==> src/rtl/rca_pkg.sv <==
// Shared types and configuration helpers for the sequential ripple-carry adder.
package rca_pkg;

    typedef enum logic {
        IDLE = 1'b0,
        RUN  = 1'b1
    } state_t;

    // Number of CHUNK-bit slices needed to cover WIDTH bits.
    function automatic int nchunk(input int width, input int chunk);
        return (chunk > 0) ? (width / chunk) : 1;
    endfunction

    // A legal configuration has a non-zero chunk that divides the width exactly.
    function automatic bit cfg_ok(input int width, input int chunk);
        return (chunk >= 1) && ((width % chunk) == 0);
    endfunction

endpackage

==> src/rtl/rca_seq_if.sv <==
// Start/busy/done handshake plus operand and result bus for rca_seq.
interface rca_seq_if #(
    parameter int WIDTH = 16
);
    logic             start;
    logic             sub;
    logic [WIDTH-1:0] a;
    logic [WIDTH-1:0] b;
    logic             c_in;
    logic             busy;
    logic             done;
    logic [WIDTH-1:0] s;
    logic             c_out;
    logic             ovf;

    modport master (
        output start, sub, a, b, c_in,
        input  busy, done, s, c_out, ovf
    );

    modport slave (
        input  start, sub, a, b, c_in,
        output busy, done, s, c_out, ovf
    );
endinterface

==> src/rtl/full_adder.sv <==
// Single-bit full adder cell used to build the ripple slice.
module full_adder (
    input  logic a,
    input  logic b,
    input  logic c_in,
    output logic s,
    output logic c_out
);
    assign s     = a ^ b ^ c_in;
    assign c_out = (a & b) | (c_in & (a ^ b));
endmodule

==> src/rtl/rca_chunk.sv <==
// Combinational CHUNK-bit ripple-carry slice; c_msb is the carry into the top bit.
module rca_chunk #(
    parameter int CHUNK = 4
) (
    input  logic [CHUNK-1:0] a,
    input  logic [CHUNK-1:0] b,
    input  logic             c_in,
    output logic [CHUNK-1:0] s,
    output logic             c_out,
    output logic             c_msb
);
    logic [CHUNK:0] c;

    assign c[0] = c_in;

    for (genvar i = 0; i < CHUNK; i++) begin : g_bit
        full_adder u_fa (
            .a    (a[i]),
            .b    (b[i]),
            .c_in (c[i]),
            .s    (s[i]),
            .c_out(c[i+1])
        );
    end

    assign c_out = c[CHUNK];
    assign c_msb = c[CHUNK-1];
endmodule

==> src/rtl/rca_seq.sv <==
// Multi-cycle ripple-carry adder/subtractor: one CHUNK-bit slice per clock,
// inter-chunk carry held in a register, start/busy/done handshake.
module rca_seq
    import rca_pkg::*;
#(
    parameter int WIDTH = 16,
    parameter int CHUNK = 4
) (
    input  logic      clk,
    input  logic      rst_n,
    rca_seq_if.slave  bus
);
    localparam int NCHUNK = nchunk(WIDTH, CHUNK);
    localparam int IDXW   = (NCHUNK > 1) ? $clog2(NCHUNK) : 1;
    localparam logic [IDXW-1:0] LAST = IDXW'(NCHUNK - 1);

    if (!cfg_ok(WIDTH, CHUNK)) begin : g_cfg_err
        $error("rca_seq: WIDTH must be a non-zero multiple of CHUNK");
    end

    state_t           state, state_next;
    logic [IDXW-1:0]  idx;
    logic [WIDTH-1:0] a_r, b_r, p, p_next;
    logic             carry;
    logic             accept, last;
    int               base;

    logic [CHUNK-1:0] sl_a, sl_b, sl_s;
    logic             sl_co, sl_cmsb;

    logic             done_r, c_out_r, ovf_r;
    logic [WIDTH-1:0] s_r;

    // NOTE: every combinational output gets a default first so no path can infer a latch.
    always_comb begin
        state_next = state;
        accept     = 1'b0;
        last       = 1'b0;
        case (state)
            IDLE: if (bus.start) begin
                accept     = 1'b1;
                state_next = RUN;
            end
            RUN: if (idx == LAST) begin
                last       = 1'b1;
                state_next = IDLE;
            end
            default: state_next = IDLE;
        endcase
    end

    always_comb begin
        base   = int'(idx) * CHUNK;
        sl_a   = a_r[base +: CHUNK];
        sl_b   = b_r[base +: CHUNK];
        p_next = p;
        p_next[base +: CHUNK] = sl_s;
    end

    rca_chunk #(.CHUNK(CHUNK)) u_chunk (
        .a    (sl_a),
        .b    (sl_b),
        .c_in (carry),
        .s    (sl_s),
        .c_out(sl_co),
        .c_msb(sl_cmsb)
    );

    always_ff @(posedge clk or negedge rst_n) begin
        if (!rst_n) state <= IDLE;
        else        state <= state_next;
    end

    // NOTE: operand, partial and carry registers are reset as well, so an aborted
    // operation leaves no trace in internal state.
    always_ff @(posedge clk or negedge rst_n) begin
        if (!rst_n) begin
            idx     <= '0;
            a_r     <= '0;
            b_r     <= '0;
            p       <= '0;
            carry   <= 1'b0;
            done_r  <= 1'b0;
            s_r     <= '0;
            c_out_r <= 1'b0;
            ovf_r   <= 1'b0;
        end else begin
            done_r <= 1'b0;
            if (accept) begin
                // Subtraction is a + ~b + 1: invert b once here and force the carry-in.
                a_r   <= bus.a;
                b_r   <= bus.sub ? ~bus.b : bus.b;
                carry <= bus.sub | bus.c_in;
                idx   <= '0;
            end else if (state == RUN) begin
                p     <= p_next;
                carry <= sl_co;
                idx   <= idx + 1'b1;
                if (last) begin
                    idx     <= '0;
                    s_r     <= p_next;
                    c_out_r <= sl_co;
                    ovf_r   <= sl_cmsb ^ sl_co;
                    done_r  <= 1'b1;
                end
            end
        end
    end

    assign bus.busy  = (state == RUN);
    assign bus.done  = done_r;
    assign bus.s     = s_r;
    assign bus.c_out = c_out_r;
    assign bus.ovf   = ovf_r;
endmodule

==> src/flat_wrapper.sv <==
// flat-port wrapper written by rule: the top's interface ports become plain ports
module rca_seq_flat import rca_pkg::*;
#(
    parameter int WIDTH = 16,
    parameter int CHUNK = 4
)
  (clk, rst_n, bus_start, bus_sub, bus_a, bus_b, bus_c_in, bus_busy, bus_done, bus_s, bus_c_out, bus_ovf);
  rca_seq_if #(.WIDTH(WIDTH)) bus_i ();
  input  logic clk;
  input  logic rst_n;
  input wire logic [$bits(bus_i.start)-1:0] bus_start;
  input wire logic [$bits(bus_i.sub)-1:0] bus_sub;
  input wire logic [$bits(bus_i.a)-1:0] bus_a;
  input wire logic [$bits(bus_i.b)-1:0] bus_b;
  input wire logic [$bits(bus_i.c_in)-1:0] bus_c_in;
  output wire logic [$bits(bus_i.busy)-1:0] bus_busy;
  output wire logic [$bits(bus_i.done)-1:0] bus_done;
  output wire logic [$bits(bus_i.s)-1:0] bus_s;
  output wire logic [$bits(bus_i.c_out)-1:0] bus_c_out;
  output wire logic [$bits(bus_i.ovf)-1:0] bus_ovf;
  assign bus_i.start = bus_start;
  assign bus_i.sub = bus_sub;
  assign bus_i.a = bus_a;
  assign bus_i.b = bus_b;
  assign bus_i.c_in = bus_c_in;
  assign bus_busy = bus_i.busy;
  assign bus_done = bus_i.done;
  assign bus_s = bus_i.s;
  assign bus_c_out = bus_i.c_out;
  assign bus_ovf = bus_i.ovf;
  rca_seq #(.WIDTH(WIDTH), .CHUNK(CHUNK)) u_core (.clk(clk), .rst_n(rst_n), .bus(bus_i));
endmodule
==> config.mk <==
export PLATFORM = sky130hd
export DESIGN_NAME = rca_seq_flat
export DESIGN_NICKNAME = d
export VERILOG_FILES = /design/src/rtl/rca_pkg.sv /design/src/rtl/rca_seq_if.sv /design/src/rtl/full_adder.sv /design/src/rtl/rca_chunk.sv /design/src/rtl/rca_seq.sv /design/src/flat_wrapper.sv
export SDC_FILE = /design/constraint.sdc
export NUM_CORES = 1
export LEC_CHECK = 0
export BUFFER_PORTS_ARGS = -buffer_cell sky130_fd_sc_hd__buf_2
export CAP_MARGIN = 20
export CORE_MARGIN = 5
export CORE_UTILIZATION = 35
export CTS_CLUSTER_DIAMETER = 150
export DETAILED_ROUTE_END_ITERATION = 8
export PLACE_DENSITY = 0.53
export SYNTH_ARGS = -nofsm -noshare
export SYNTH_HDL_FRONTEND = slang
export SYNTH_HIERARCHICAL = 1
export SYNTH_SLANG_ARGS = --single-unit
==> constraint.sdc <==
create_clock -name clk -period 9.7 [get_ports clk]
set_clock_uncertainty 0.2 [all_clocks]
set_input_delay 0.97 -clock clk [delete_from_list [all_inputs] [get_ports clk]]
set_output_delay 0.97 -clock clk [all_outputs]
set_load 0.02 [all_outputs]
Yosys cells after proc, flatten, opt, wreduce, memory -nomap -nowiden
Index checks and enable logic that the tools add are counted.
W data, S select, Z words.
- equal/unequal tests: 1
- shifts and indexed selects: 4
- reductions and logical operators: 3
- $add $sub $neg: 2
- bitwise gates (word level): 25
- muxes and demuxes: 16
- operators with widths (cell ; count):
    $neg A4 Y33 ; 1
    $shift A4 B33 Y16 const A ; 1
    $shiftx A4 B33 Y16 ; 1
    $shiftx A16 B5 Y4 ; 2
    $bwmux W16 ; 1
    $mux W16 ; 1
    $not A16 Y16 ; 1
    $mux W1 ; 10
    $xor A1 B1 Y1 ; 9
    $and A1 B1 Y1 ; 8
    $mux W2 ; 3
    $or A1 B1 Y1 ; 5
    $reduce_and A3 Y1 ; 1
    $add A2 B1 Y2 const B ; 1
    $eq A2 B2 Y1 const B ; 1
    $not A1 Y1 ; 2
    $pmux W1 S2 ; 1
    $reduce_and A2 Y1 ; 1
    $reduce_bool A2 Y1 ; 1
- logic and storage cells: 61
- output and inout port bits: 20
- bits in registers: 71
- input port bits: 37

Logic depth before layout (Yosys ltp)
Gate-level depths: netlist of run 1.
- depth in word-level cells: 12
- depth in mapped cells: 9
- mapped depth without buffers: 7

Cells and area by module
Netlist of run 1, hierarchy kept.
- modules (own cells, without submodules) (module ; seq. area each (µm²) ; instances ; cells an instance ; area an instance (µm²)):
    rca_seq ; 1676.6 ; 1 ; 263 ; 3078.0
    full_adder ; 0.0 ; 4 ; 1 ; 20.0

Least setup slack after synthesis of run 1
No wires, ideal clock.
- path kind: register to register
- from: reg u_core.idx[0]
- to: reg u_core.s_r[3] (netlist: u_core/bus.s[3])
- path buffers: 2
- arrival: 3283 ps
- setup time: 127 ps
- required time: 9373 ps
- clock period less this slack: 3610 ps
- setup slack: 6090 ps
- cell stages (with the launch flop): 10
- cells stage by stage: dfrtp_1 buf_6 buf_6 mux4_2 fa_1 fa_1 fa_1 fa_1 a221oi_1 nor2_1
- word-level cells in the longest chain between the ends: 11
- elaborated cells on any way between the ends: 27
- classes of those cells: 1 x add/sub; 1 x eq/ne; 4 x shift; 3 x mux; 17 x bitwise; 1 x reduce/logical
- RTL lines (element ; line ; source):
    start: declaration ; rca_seq.sv:22 ; logic [IDXW-1:0] idx;
    start signal: assignment ; rca_seq.sv:98 ; idx <= idx + 1'b1;
    $shiftx A16 B5 Y4 (*) ; rca_seq.sv:54 ; sl_a = a_r[base +: CHUNK];
    via u_core.sl_a[0] ; rca_seq.sv:28 ; logic [CHUNK-1:0] sl_a, sl_b, sl_s;
    $xor A1 B1 Y1 ; full_adder.sv:10 ; assign c_out = (a & b) | (c_in & (a ^ b));
    $and A1 B1 Y1 ; full_adder.sv:10 ;
    $or A1 B1 Y1 (*) ; full_adder.sv:10 ;
    via u_core.u_chunk.c[1] ; rca_chunk.sv:12 ; logic [CHUNK:0] c;
    $and A1 B1 Y1 (*) ; full_adder.sv:10 ;
    $or A1 B1 Y1 (*) ; full_adder.sv:10 ;
    via u_core.u_chunk.c[2] ; rca_chunk.sv:12 ;
    $and A1 B1 Y1 (*) ; full_adder.sv:10 ;
    $or A1 B1 Y1 (*) ; full_adder.sv:10 ;
    via u_core.sl_cmsb ; rca_seq.sv:29 ; logic sl_co, sl_cmsb;
    $xor A1 B1 Y1 (*) ; full_adder.sv:9 ; assign s = a ^ b ^ c_in;
    via u_core.sl_s[3] ; rca_seq.sv:28 ;
    $shiftx A4 B33 Y16 (*) ; rca_seq.sv:57 ; p_next[base +: CHUNK] = sl_s;
    $bwmux W16 (*) ; rca_seq.sv:57 ;
    end signal: assignment ; rca_seq.sv:101 ; s_r <= p_next;
    end: declaration ; rca_seq.sv:32 ; logic [WIDTH-1:0] s_r;
The timed path passes the listed nets; every way through them passes the cells marked *.
A chain may end at the register's enable or synchronous reset.

Worst setup path after layout of run 1
- from: reg u_core.idx[0]
- to: reg u_core.s_r[7] (netlist: u_core/bus.s[7])
The elaborated chain is that of the path after synthesis.

==> results of run 1 <==
[power by group]
group	switching [mW]	internal, mW
combinational	0.382	0.286
clock	0.0994	0.131
sequential	0.0952	0.411
[Yosys cell counts (all sizes together)]
library cell	instances
nor4b	1
clkinv	1
a22o	4
o22ai	1
nand2b	2
and4bb	2
buf	10
a21oi	4
nand3	2
ha	5
fa	4
clkbuf	5
or3	1
mux4	8
xnor2	17
dfrtp	67
a221oi	8
nor2b	4
o21ai	23
and4b	1
inv	5
nand2	37
a21o	2
and2	3
a32o	4
mux2	16
a31oi	4
nor2	20
and3b	3
o31ai	2
nand3b	1
[final cells by class]
class,count,area [µm²]
sequential,67,1680
inverter,6,22.5
multi-input combinational,179,1380
tap,108,135
clock inverter,2,35.0
fill,887,5070
timing repair buffer,57,288
clock buffer,13,159
[sequential cells by signal (all words and copies together), names as in the netlist]
signal	cells
u_core/bus.ovf	1
u_core/a_r	16
u_core/p	12
u_core/b_r	16
u_core/bus.s	16
u_core/bus.done	1
u_core/bus.busy	1
u_core/carry	1
u_core/bus.c_out	1
u_core/idx	2
[worst max-delay path, stage by stage (launching register included)]
cell      delay, ps
dfrtp_1         910
mux4_2          630
fa_1            470
fa_1            400
fa_1            450
fa_1            590
a221oi_1        330
nor2_1           80
[layer usage]
metal  vias up  global-route usage, %  wire length (µm)
met1      1014                   16.2              3040
met2        58                   19.2              3090
li1       1040                      -                 -
met5         -                      0                 0
met3         7                   4.56               417
met4         0                   3.01                56
[cells by family (layout without fill, tap and decap cells)]
| kind of cell | Yosys count | after routing | share of synthesized area [%] |
|---|---|---|---|
| adder cells (fa/ha/maj) | 9 | 9 | 4.52 |
| multiplexers | 24 | 24 | 11.4 |
| AO/OA/AOI/OAI | 52 | 52 | 10.8 |
| buffers and inverters | 21 | 78 | 3.45 |
| flip-flops | 67 | 67 | 53.1 |
| XOR/XNOR | 17 | 17 | 4.71 |
| AND/OR/NAND/NOR | 77 | 77 | 12.0 |
[how the worst max path moves through the flow]
| stage | to | slack (ps) | cells after the start |
|---|---|---|---|
| after floorplan | u_core/bus.s[3] | 6090 | 9 |
| after global placement | u_core/bus.s[7] | 5580 | 7 |
| after detailed placement | u_core/bus.s[7] | 5480 | 7 |
| after CTS | u_core/bus.s[7] | 5480 | 7 |
| after global routing | u_core/bus.s[3] | 5300 | 7 |
| final | u_core/bus.s[7] | 5520 | 7 |
==> impl_results.md, run 1 <==
- Hold Path Cell Cnt: 2
- Count of unique library cells instantiated by Yosys: 34
- Sequential share of the synthesized area: 53.1%
- DRT antenna net count: 0
- Vias in the first global route: 2,087
- # DRC: 0
- Startpoint Class: flop
- #FFs+latches synth: 67
- Drt wl/cell: 15.3 µm
- Layout Utilization: 42.1%
- Worst Setup End Kind: flop
- Hold endpoint: u_core/b_r[2]
- Area Overhead vs Synth: 16.9%
- Antenna violations before repair: 0
- Total Routing Usage GR: 12.3%
- Kind of critical path: flop to flop
- Total gr overflow: 0
- Worst reg2reg path depth: 7
- IO Port Bufs: 56
- Clk buf depth: 2
- Outcome: finished clean
- Vias per cell: 4.91
- Yosys warns: 6
- Slew Limit Fails: 0
- Tot Pwr: 1.40 mW
- CORE AREA: 8760 µm²
- Period utilisation layout: 43.0%
- Largest net degree at the start of global routing: 68
- FF-to-FF End: u_core/bus.s[7]
- Die X: 105 µm
- Routed vias: 2,119
- Max-cap viol count: 0
- Leading cell type in the layout, fill and taps excluded: dfrtp_1
- Worst skew pair latency: 330 ps
- Unrepaired setup endpoints after global routing: no
- Cells after synthesis: 267
- DR iter-0 viols: 87
- CP Launch Point: u_core/idx[0]
- Global-route wire length before repair: 10.8 mm
- Average cell area after synthesis: 11.8 µm²
- Hold-fix buffers, CTS: 0
- Detailed placement HPWL: 4.56 mm
- Cell taking the most area after synthesis: dfrtp_1
- Share of cells above drive strength 1: 29.9%
- Post-Place Cells: 417
- Die area: 11,000 µm²
- Antenna diode count: 0
- Detailed-router iteration count before antenna repair: 4
- Nets: 366
- H-tree depth: 3
- Postcts setup bufs: 0
- FMAX: 0.239 GHz
- Final setup violation count: 0
- TritonCTS buffer count: 9
- Hold Violations, Final: 0
- Leak Pwr: 1.72 nW
- Root Buffer: clkbuf_8
- Reg-to-reg slack, setup: 5520 ps
- Worst slew pin tran: 916 ps
- Resized cells post-CTS: 0
- CTS tree: yes
- Clk sinks: 67
- Pre-CTS setup slack: 5480 ps
- GP Congestion: 0.729
- Pwr Density: 380 nW/µm²
- Req. time, crit path: 9710 ps
- Total wire length: 6.60 mm
- Post-Layout Cell Count: 432
- Maximum VDD drop: 0.141 mV
- Die height: 105 µm
- Dominant cells by area after synthesis: dfrtp_1 53%, mux2_2 5.7%, mux4_2 5.7%
- Fraction of post-synthesis cell area in the top cell type by area: 53.1%
- Hold Crit Start: u_core/b_r[2]
- Worst hold slack: 278 ps
- Worst slew margin: 38.9%
- Ports: 57
- Final Critical Period: 4180 ps
- Cell Area, Placed: 3500 µm²
- Most frequent cells in the layout: 67 x dfrtp_1, 56 x buf_2, 37 x nand2_1, 23 x o21ai_0, 20 x nor2_1
- Final worst setup slack: 5520 ps
- FP Rows: 34
- Worst Path Arrival: 4190 ps
- Crit Reg-Reg Startpoint: u_core/idx[0]
- Final Cell Area: 3690 µm²
- Initial Util: 36.0%
- Synthesized cell area: 3160 µm²
- CTS clk-pin slew, worst paths: 70 ps
- HP Class: flop to flop
- Worst-path maximum fanout: 19
- Setup tns final: 0 ps
- Syn_nets: 313
Note: power is estimated with default switching activity, not from simulation.
==> run 2: changes to the inputs <==
--- a/config.mk
+++ b/config.mk
@@ -11,7 +11,7 @@
 export CORE_UTILIZATION = 35
 export CTS_CLUSTER_DIAMETER = 150
 export DETAILED_ROUTE_END_ITERATION = 8
-export PLACE_DENSITY = 0.53
+export PLACE_DENSITY = 0.55
 export SYNTH_ARGS = -nofsm -noshare
 export SYNTH_HDL_FRONTEND = slang
 export SYNTH_HIERARCHICAL = 1
==> constraint.sdc (replaced) <==
create_clock -name clk -period 3.8 [get_ports clk]
set_clock_uncertainty 0.2 [all_clocks]
set_input_delay 0.38 -clock clk [delete_from_list [all_inputs] [get_ports clk]]
set_output_delay 0.38 -clock clk [all_outputs]
set_load 0.02 [all_outputs]
==> run 2 against run 1 <==
  * First-iteration DRC count is 23% lower
  * Non-clock buffer count up 6
  * Sequential share of layout area fell by 0.70 points
  * Combinational power grew to 2.6 times the previous value
  * Sequential cell count is the same
  * Total power rose to 2.5 times the previous value
  * Largest power group unchanged
  * Hold slack got worse by 200 ps
==> impl_results.md, run 2 (synthesized netlist as in run 1, its figures left out) <==
- Antenna diode count: 0 (unchanged)
- Slew Limit Fails: 0 (unchanged)
- Detailed-router iteration count before antenna repair: 4 (unchanged)
- Clk buf depth: 2 (unchanged)
- Setup tns final: 0 ps (unchanged)
- DR iter-0 viols: 67 (-23%)
- Register area: 1680 µm² (unchanged)
- Startpoint Class: flop
- Die area: 11,000 µm² (unchanged)
- Leak Pwr: 1.76 nW (+1.9%)
- Crit Reg-Reg Startpoint: u_core/idx[0]
- Final setup violation count: 0 (unchanged)
- FMAX: 0.279 GHz (+16%)
- Post-Layout Cell Count: 439 (+1.6%)
- Worst-path maximum fanout: 7 (-12)
- Detailed placement HPWL: 4.90 mm (+7.5%)
- Worst slew pin tran: 897 ps (-19.1 ps)
- H-tree depth: 3 (unchanged)
- Pre-CTS setup slack: 240 ps (-5240 ps)
- Vias per cell: 4.95 (+0.96%)
- Nets: 372 (+1.6%)
- Outcome: finished clean
- Initial Util: 36.0% (unchanged)
- Hold Violations, Final: 0 (unchanged)
- Critical Path Sink: u_core/bus.s[3]
- Reg-to-reg slack, setup: 210 ps (-5310 ps)
- Vias in the first global route: 2,249 (+7.8%)
- Final Critical Period: 3590 ps (-586 ps)
- CTS clk-pin slew, worst paths: 70 ps (about the same)
- DRT antenna net count: 0 (unchanged)
- Largest net degree at the start of global routing: 50 (-26%)
- Worst Setup End Kind: flop
- CTS tree: yes
- # DRC: 0 (unchanged)
- Worst reg2reg path depth: 7 (unchanged)
- Drt wl/cell: 15.1 µm (-1.4%)
- CORE AREA: 8760 µm² (unchanged)
- Worst skew pair latency: 330 ps (about the same)
- Worst slew margin: 40.2% (+1.3 points)
- Root Buffer: clkbuf_8
- FF-to-FF End: u_core/bus.s[3]
- Share of cells above drive strength 1: 31.1% (+1.2 points)
- Worst Path Arrival: 3600 ps (-590 ps)
- Final worst setup slack: 210 ps (-5310 ps)
- IO Port Bufs: 56 (unchanged)
- Most frequent cells in the layout: 67 x dfrtp_1, 56 x buf_2, 37 x nand2_1, 23 x o21ai_0, 20 x nor2_1
- Leading cell type in the layout, fill and taps excluded: dfrtp_1
- Post-Place Cells: 422 (+1.2%)
- Pwr Density: 951 nW/µm² (+150%)
- GP Congestion: 0.719 (-1.5%)
- Fill cells: 863 (-2.7%)
- Clk sinks: 67 (unchanged)
- TritonCTS buffer count: 9 (unchanged)
- Kind of critical path: flop to flop
- FP Rows: 34 (unchanged)
- Routed vias: 2,174 (+2.6%)
- HP Class: input pin to flop
- Layout Utilization: 42.8% (+0.66 points)
- Global-route wire length before repair: 11.3 mm (+4.9%)
- Die height: 105 µm (unchanged)
- Maximum VDD drop: 0.418 mV (+200%)
- Max-cap viol count: 0 (unchanged)
- Area Overhead vs Synth: 18.7%
- Area occupied by multi-input gates: 1380 µm² (unchanged)
- Period utilisation layout: 94.5% (+51 points)
- Unrepaired setup endpoints after global routing: no
- Total Routing Usage GR: 12.9% (+0.62 points)
- Ports: 57 (unchanged)
- CP Launch Point: u_core/idx[0]
- Die X: 105 µm (unchanged)
- Total wire length: 6.61 mm (+0.20%)
- Antenna violations before repair: 0 (unchanged)
- Worst hold slack: 76.5 ps (-201 ps)
- Req. time, crit path: 3810 ps (-5900 ps)
- Total gr overflow: 0 (unchanged)
[run 2: per-layer routing]
layer / track usage [%] / vias to the layer above / share of wire (%)
li1: - / 1054 / -
met1: 17.9 / 1051 / 48
met2: 18.8 / 61 / 46
met3: 4.07 / 8 / 5.0
met4: 4.84 / 0 / 1.2
met5: 0 / - / 0
[run 2: power breakdown]
| part | switching [mW] | internal (mW) | leakage (nW) |
|---|---|---|---|
| clock network | 0.248 | 0.308 | 0.0997 |
| registers | 0.201 | 1.05 | 0.836 |
| logic | 1.01 | 0.750 | 0.821 |
| total | 1.46 | 2.11 | 1.76 |
[run 2: worst min-delay path by stage]
stage | startpoint | endpoint | slack [ps] | depth (start not counted)
floorplan | rst_n | u_core/a_r[0] | -120 | 0
global placement | u_core/p[9] | u_core/p[9] | 250 | 2
detailed placement | rst_n | u_core/bus.s[2] | 130 | 1
CTS | bus_a[10] | u_core/a_r[10] | 50 | 2
global route | bus_a[10] | u_core/a_r[10] | 50 | 2
finish | bus_a[10] | u_core/a_r[10] | 80 | 2
[run 2: cell type report]
type / count / share of cell area, %
clock buffer: 15 / 4.97
clock inverter: 1 / 0.134
inverter: 6 / 0.601
multi-input combinational: 179 / 36.7
sequential: 67 / 44.7
tap: 108 / 3.60
timing repair buffer: 63 / 9.28
[run 2: critical path, stage by stage, from the launching register on]
cell	delay (ps)
dfrtp_1	430
mux4_2	540
fa_1	440
fa_1	410
fa_1	440
fa_1	580
a221oi_1	320
nor2_1	80
[run 2: through the flow]
step | total power, mW | area [µm²]
2_1_floorplan | 2.51 | 3160
5_1_grt | 3.87 | 3750
4_1_cts | 3.62 | 3750
3_5_place_dp | 3.05 | 3550
3_3_place_gp | 3.01 | 3530
6_report | 3.57 | 3750
[run 2: what timing repair did]
action / in CTS / in global routing
endpoints found under the setup margin: 0 / 0
setup buffers: 0 / 0
gates resized for setup: 0 / 0
hold endpoints to repair: 13 / 0
hold buffers: 1 / 0
